<file path="src/rtl/pipe_stage_skid_pkg.sv">
// Shared types and defaults for the elastic pipeline stage (package pipe_pkg).
package pipe_pkg;

    // Occupancy of the stage, decoded from the two slot valids.
    typedef enum logic [1:0] {
        EMPTY = 2'd0,
        ONE   = 2'd1,
        FULL  = 2'd2
    } state_e;

    localparam int DEF_DATA_W  = 32;
    localparam int DEF_LANES   = 2;
    localparam int DEF_CTRL_W  = 1;
    localparam int STALL_CNT_W = 32;

    typedef logic [STALL_CNT_W-1:0] stall_cnt_t;

endpackage

</file>
<file path="src/rtl/pipe_stage_skid_if.sv">
// One valid/ready channel carrying a control bundle and LANES packed data words.
interface pipe_stage_skid_if
    import pipe_pkg::*;
#(
    parameter int DATA_W = DEF_DATA_W,
    parameter int LANES  = DEF_LANES,
    parameter int CTRL_W = DEF_CTRL_W
);
    logic                    valid;
    logic                    ready;
    logic [CTRL_W-1:0]       ctrl;
    logic [LANES*DATA_W-1:0] data;

    modport master (output valid, output ctrl, output data, input  ready);
    modport slave  (input  valid, input  ctrl, input  data, output ready);
endinterface

</file>
<file path="src/rtl/pipe_stage_skid_slot.sv">
// One storage slot: valid + ctrl + data. Reset zeroes everything; clear only
// drops the valid bit so the data register keeps its last contents.
module pipe_slot
    import pipe_pkg::*;
#(
    parameter int CTRL_W    = DEF_CTRL_W,
    parameter int DATA_BITS = DEF_LANES * DEF_DATA_W
) (
    input  logic                 clk,
    input  logic                 reset,
    input  logic                 load_i,
    input  logic                 clear_i,
    input  logic [CTRL_W-1:0]    ctrl_i,
    input  logic [DATA_BITS-1:0] data_i,
    output logic                 valid_o,
    output logic [CTRL_W-1:0]    ctrl_o,
    output logic [DATA_BITS-1:0] data_o
);
    logic                 valid_q, valid_d;
    logic [CTRL_W-1:0]    ctrl_q,  ctrl_d;
    logic [DATA_BITS-1:0] data_q,  data_d;

    // Next-state: clear beats load so a flush drops a same-cycle accept.
    always_comb begin
        valid_d = valid_q;
        ctrl_d  = ctrl_q;
        data_d  = data_q;
        if (clear_i) begin
            valid_d = 1'b0;
        end else if (load_i) begin
            valid_d = 1'b1;
            ctrl_d  = ctrl_i;
            data_d  = data_i;
        end
    end

    // Slot register with synchronous zeroing reset.
    always_ff @(posedge clk) begin
        if (reset) begin
            valid_q <= 1'b0;
            ctrl_q  <= '0;
            data_q  <= '0;
        end else begin
            valid_q <= valid_d;
            ctrl_q  <= ctrl_d;
            data_q  <= data_d;
        end
    end

    assign valid_o = valid_q;
    assign ctrl_o  = ctrl_q;
    assign data_o  = data_q;
endmodule

</file>
<file path="src/rtl/pipe_stage_skid.sv">
// Elastic pipeline stage with a 2-entry skid buffer; upstream ready is a
// register (inverse of the skid valid). Optional stall counter behind
// macro PIPE_STALL_CNT_EN.
//
//   state | meaning
//   ------+-------------------------------------------
//   EMPTY | no payload held, outputs show a bubble
//   ONE   | main slot holds the word on the outputs
//   FULL  | main and skid both held, upstream stalled
module pipe_stage_skid
    import pipe_pkg::*;
#(
    parameter int DATA_W = DEF_DATA_W,
    parameter int LANES  = DEF_LANES,
    parameter int CTRL_W = DEF_CTRL_W
) (
    input  logic               clk,
    input  logic               reset,
    input  logic               flush,
    pipe_stage_skid_if.slave   up,
    pipe_stage_skid_if.master  dn
`ifdef PIPE_STALL_CNT_EN
    ,
    output stall_cnt_t         stall_cnt
`endif
);
    localparam int PW = LANES * DATA_W;

    logic              main_v, skid_v;
    logic [CTRL_W-1:0] main_ctrl, skid_ctrl, main_ctrl_in;
    logic [PW-1:0]     main_data, skid_data, main_data_in;
    logic              main_load, main_clr, main_from_skid;
    logic              skid_load, skid_clr;
    logic              accept, fire;
    state_e            state;

    assign accept = up.valid & up.ready;
    assign fire   = main_v & dn.ready;

    // The slot valids are the state register; this decodes them.
    always_comb begin
        unique case ({main_v, skid_v})
            2'b10:   state = ONE;
            2'b11:   state = FULL;
            default: state = EMPTY;
        endcase
    end

    // Next-state: choose which slots load or drop for this edge.
    always_comb begin
        main_load      = 1'b0;
        main_clr       = 1'b0;
        main_from_skid = 1'b0;
        skid_load      = 1'b0;
        skid_clr       = 1'b0;
        if (flush) begin
            main_clr = 1'b1;
            skid_clr = 1'b1;
        end else begin
            case (state)
                EMPTY: main_load = accept;
                ONE: begin
                    if (accept && fire)       main_load = 1'b1;
                    else if (accept)          skid_load = 1'b1;
                    else if (fire)            main_clr  = 1'b1;
                end
                FULL: begin
                    if (fire) begin
                        main_load      = 1'b1;
                        main_from_skid = 1'b1;
                        skid_clr       = 1'b1;
                    end
                end
                default: ;
            endcase
        end
    end

    // Outputs: bubbles carry zero control so they never write back.
    always_comb begin
        up.ready = ~skid_v;
        dn.valid = main_v;
        dn.ctrl  = main_v ? main_ctrl : '0;
        dn.data  = main_data;
    end

    assign main_ctrl_in = main_from_skid ? skid_ctrl : up.ctrl;
    assign main_data_in = main_from_skid ? skid_data : up.data;

    pipe_slot #(.CTRL_W(CTRL_W), .DATA_BITS(PW)) u_main (
        .clk     (clk),
        .reset   (reset),
        .load_i  (main_load),
        .clear_i (main_clr),
        .ctrl_i  (main_ctrl_in),
        .data_i  (main_data_in),
        .valid_o (main_v),
        .ctrl_o  (main_ctrl),
        .data_o  (main_data)
    );

    pipe_slot #(.CTRL_W(CTRL_W), .DATA_BITS(PW)) u_skid (
        .clk     (clk),
        .reset   (reset),
        .load_i  (skid_load),
        .clear_i (skid_clr),
        .ctrl_i  (up.ctrl),
        .data_i  (up.data),
        .valid_o (skid_v),
        .ctrl_o  (skid_ctrl),
        .data_o  (skid_data)
    );

`ifdef PIPE_STALL_CNT_EN
    stall_cnt_t stall_cnt_q, stall_cnt_d;

    assign stall_cnt_d = (main_v && !dn.ready) ? stall_cnt_q + 1'b1 : stall_cnt_q;

    // Stall cycle counter; only reset clears it, it wraps naturally.
    always_ff @(posedge clk) begin
        if (reset) stall_cnt_q <= '0;
        else       stall_cnt_q <= stall_cnt_d;
    end

    assign stall_cnt = stall_cnt_q;
`endif
endmodule

</file>
<file path="src/flat_wrapper.sv">
// flat-port wrapper written by rule: the top's interface ports become plain ports
module pipe_stage_skid_flat import pipe_pkg::*;
#(
    parameter int DATA_W = DEF_DATA_W,
    parameter int LANES  = DEF_LANES,
    parameter int CTRL_W = DEF_CTRL_W
)
  (clk, reset, flush, up_valid, up_ctrl, up_data, up_ready, dn_valid, dn_ctrl, dn_data, dn_ready);
  pipe_stage_skid_if #(.DATA_W(DATA_W), .LANES(LANES), .CTRL_W(CTRL_W)) up_i ();
  pipe_stage_skid_if #(.DATA_W(DATA_W), .LANES(LANES), .CTRL_W(CTRL_W)) dn_i ();
  input  logic clk;
  input  logic reset;
  input  logic flush;
  input wire logic [$bits(up_i.valid)-1:0] up_valid;
  input wire logic [$bits(up_i.ctrl)-1:0] up_ctrl;
  input wire logic [$bits(up_i.data)-1:0] up_data;
  output wire logic [$bits(up_i.ready)-1:0] up_ready;
  output wire logic [$bits(dn_i.valid)-1:0] dn_valid;
  output wire logic [$bits(dn_i.ctrl)-1:0] dn_ctrl;
  output wire logic [$bits(dn_i.data)-1:0] dn_data;
  input wire logic [$bits(dn_i.ready)-1:0] dn_ready;
  assign up_i.valid = up_valid;
  assign up_i.ctrl = up_ctrl;
  assign up_i.data = up_data;
  assign up_ready = up_i.ready;
  assign dn_valid = dn_i.valid;
  assign dn_ctrl = dn_i.ctrl;
  assign dn_data = dn_i.data;
  assign dn_i.ready = dn_ready;
  pipe_stage_skid #(.DATA_W(DATA_W), .LANES(LANES), .CTRL_W(CTRL_W)) u_core (.clk(clk), .reset(reset), .flush(flush), .up(up_i), .dn(dn_i));
endmodule
</file>
<file path="config.mk">
export PLATFORM = sky130hd
export DESIGN_NAME = pipe_stage_skid_flat
export DESIGN_NICKNAME = d
export VERILOG_FILES = /design/src/rtl/pipe_stage_skid_pkg.sv /design/src/rtl/pipe_stage_skid_if.sv /design/src/rtl/pipe_stage_skid_slot.sv /design/src/rtl/pipe_stage_skid.sv /design/src/flat_wrapper.sv
export SDC_FILE = /design/constraint.sdc
export NUM_CORES = 1
export LEC_CHECK = 0
export BUFFER_PORTS_ARGS = -buffer_cell sky130_fd_sc_hd__buf_2
export CAP_MARGIN = 30
export CORE_UTILIZATION = 56
export CTS_CLUSTER_DIAMETER = 60
export DETAILED_ROUTE_END_ITERATION = 12
export PLACE_DENSITY = 0.85
export SYNTH_ARGS = -nofsm -noshare
export SYNTH_HDL_FRONTEND = slang
export SYNTH_SLANG_ARGS = --single-unit
</file>
<file path="constraint.sdc">
create_clock -name clk -period 2.6 [get_ports clk]
set_input_delay 0.26 -clock clk [delete_from_list [all_inputs] [get_ports clk]]
set_output_delay 0.26 -clock clk [all_outputs]
set_load 0.01 [all_outputs]
</file>
==> impl_summary.md <==
Timing
The share of the cycle needed by the critical path after routing is 77.9%. The highest clock rate is 0.494 GHz. For the final database, setup skew stands at 0.00652 ns. The worst hold slack is roughly 0.014 ns.

The time the final worst path needs with I/O delays and setup is 2.02 ns. The count of final hold-check violations is 0. Measured against its own limit, the worst slew margin works out to 51.4%. Setup repair after global routing left no endpoint under its margin. The final setup violation count is 0.

The final-report max-slew violation count is 0. The actual slew at the worst max-slew pin is 0.729 ns. The summed negative setup slack over all endpoints is 0 ns.

Die
The initial cell density of the core is about three fifths. Measured along the y axis, the die boundary spans 97.5 um. For this design the top-level I/O count stands at around 140. The count of standard-cell rows is 34. The die covers 9510 um2.

The area of the core region is 8760 um2. The overall die width is between 90 and 100 um.

Worst setup path
Data on the critical path is required at its endpoint by 3.00 ns. The critical path is of the input port to flip-flop type. The critical path capture point type is a flip-flop.

The largest stage delay on the critical path is 0.57 ns. Walking the worst path, the cells encountered are dlygate4sd3_1 > buf_2 > nand2b_1 > nor3_2 > buf_4 > nand2_1 > a311oi_1. The signal arrival time at the worst endpoint is approximately 2.4 ns. The slowest stage of the critical path belongs to the cell buf_4. Counting both buffers and inverters, the worst setup path holds a total of 3. The type of origin of the critical path is an input port. In this run the worst path has a maximum fanout of between 60 and 70. The kind of cell with the highest combined delay along the critical path is buffers and inverters.

Layout
The library cells used most frequently in the layout, excluding fill and tap cells, are nand2_1 (261), buf_2 (135), dfxtp_1 (132). In the final layout, the share of cells above drive strength 1 is 21.7%. For this run, the share of the core covered by cells in the final layout is around 77%.

The final antenna diode count is 0. In the final design database the tool counted 872 nets. The layout overhead on the synthesized area is 32.2%. The commonest non-fill, non-tap cell in the layout is nand2_1.

Global routing
The number of antenna violations at the first check in global routing is 0. Entering global routing, the biggest net connects between 100 and 150 pins. The via count of the first global-routing pass is 5001. The global-route usage over all layers is ~29%.

The first-pass GRT wire length is 22200 um. The total overflow left after global routing is 0.

Routing
The detailed router finished its first iteration with 306 violations. The routed wirelength normalized by instance count is 14.7 um. The number of detailed-routing iterations run before antenna repair is 7.

The via count is 5118. The via density per instance is 5.55. The post-detailed-route DRC marker count is 0.

The count of nets left with antenna violations once routing finished came out at 0. The final layout contains routed wiring with a total length of 13600 um.

Flow run
Max-cap violations in this run came to 0.

Logic synthesis
The share of the Yosys chip area taken by registers is 51.7%. In the synthesized netlist, the number of instances is 661. The Yosys warning count is 0. In this run, synthesis produced a sequential element count of 132. A synthesized cell averages 7.73 um2. Counting every net in the synthesized netlist gives 731.

The post-synthesis cell type count is 19. The synthesized cell area is 5110 um2.

Pwr
The maximum ir drop on the vdd rail is between 0.5 and 0.6 mV. The total power per unit cell area is ~740 nW/um2. The cell leakage power is 2.76 nW.

Clock network
The maximum buffer depth of the clock tree is 2. Counting every sink on the clock net gives 132. The source-to-sink clock delay at the later pin of the worst-skew pair is roughly 0.5 ns. The clock transition at the register clock pins on the worst setup and hold paths after CTS is 0.06 ns. The TritonCTS clock tree is yes.

Clock tree synthesis selected as its root buffer the cell clkbuf_8. The number of buffers added for setup after CTS is 0. CTS built an H-tree with a depth of 4. The number of clock buffers added by TritonCTS is 17.

Min path
In this run the worst hold path is classified as input port to flip-flop.

Run status
The run finished with clean final reports.

Placement
After legalization and detailed placement, the total HPWL measured approximately 7600 um. The count of input and output buffers is ~140. The congestion estimate from routability-driven global placement came to 0.805.
[flip-flops by register name, indices dropped and copies added, names as in the netlist]
register and count:
u_core.u_main.ctrl_o 1, u_core.u_main.data_o 64, u_core.u_main.valid_o 1, u_core.u_skid.ctrl_o 1
u_core.u_skid.data_o 64, u_core.u_skid.valid_o 1
[final timing paths]
kind                                 start                       end  slack [ns]  cells after the start
setup / recovery                     flush  u_core.u_main.data_o[58]        0.58                      7
hold / removal                 up_data[28]  u_core.u_skid.data_o[28]        0.01                      3
setup reg to reg     u_core.u_skid.valid_o  u_core.u_main.data_o[53]        0.63                      5
hold reg to reg   u_core.u_skid.data_o[32]  u_core.u_skid.data_o[32]        0.46                      2
[metal layers]
| metal | vias up | routed length, um | global-route usage, % |
|---|---|---|---|
| met5 | - | 0 | 0 |
| met4 | 0 | 261 | 12.9 |
| met3 | 24 | 872 | 8.35 |
| met2 | 206 | 7110 | 49.8 |
| met1 | 2387 | 5350 | 32.4 |
| li1 | 2501 | - | - |
[per-stage QoR]
stage	power (mW)	worst slack, ns	std cells	area, um2
after floorplan	2.41	1.04	661	5110
after global placement	2.57	0.805	855	5790
after detailed placement	2.59	0.708	855	5790
after CTS	5.03	0.680	918	6710
after global routing	5.20	0.490	922	6750
final	5.02	0.576	922	6750
[cell type report]
cell class,instances,area (um2)
multi-input cells,470,2230
flip-flops and latches,132,2640
well taps,108,135
fillers,624,2010
inverters,2,7.51
clock inverters,10,155
clock buffers,21,449
repair buffers,179,1130
[synth_stat cells (all sizes together)]
cell / instances / area [um2]
a2111oi: 1 / 8.76
or2: 1 / 6.26
and2: 1 / 6.26
or3: 2 / 12.5
nor2: 66 / 248
o21ai: 1 / 5.00
a311oi: 65 / 569
inv: 2 / 7.51
a211oi: 2 / 20.0
buf: 29 / 145
nor3: 2 / 10.0
dfxtp: 132 / 2640
nand2: 261 / 980
clkbuf: 28 / 105
a21oi: 66 / 330
nand2b: 2 / 12.5
[what timing repair did]
action / CTS / global route
resized for setup: 0 / 0
endpoints found under the hold margin: 33 / 4
hold buffers: 32 / 4
[report_power, final]
part           total [mW]  switching, mW  internal (mW)
sequential           2.15         0.0453           2.11
clock                2.42          0.827           1.59
combinational       0.447          0.247          0.200
total                5.02           1.12           3.90
[worst reg2reg max path, stage by stage (launching register included)]
cell      delay (ns)
dfxtp_1         0.35
or2_1           0.28
a211oi_4        0.29
buf_12          0.43
nor2_1          0.20
a311oi_1        0.31
[kinds of logic (layout without fill, tap and decap cells)]
group / Yosys count / after routing / synth area share [%]
buffers and inverters: 59 / 212 / 5.05
AND/OR/NAND/NOR: 335 / 335 / 25.0
flip-flops: 132 / 132 / 51.7
AO/OA/AOI/OAI: 135 / 135 / 18.3
Note: power is estimated with default switching activity, not from simulation.
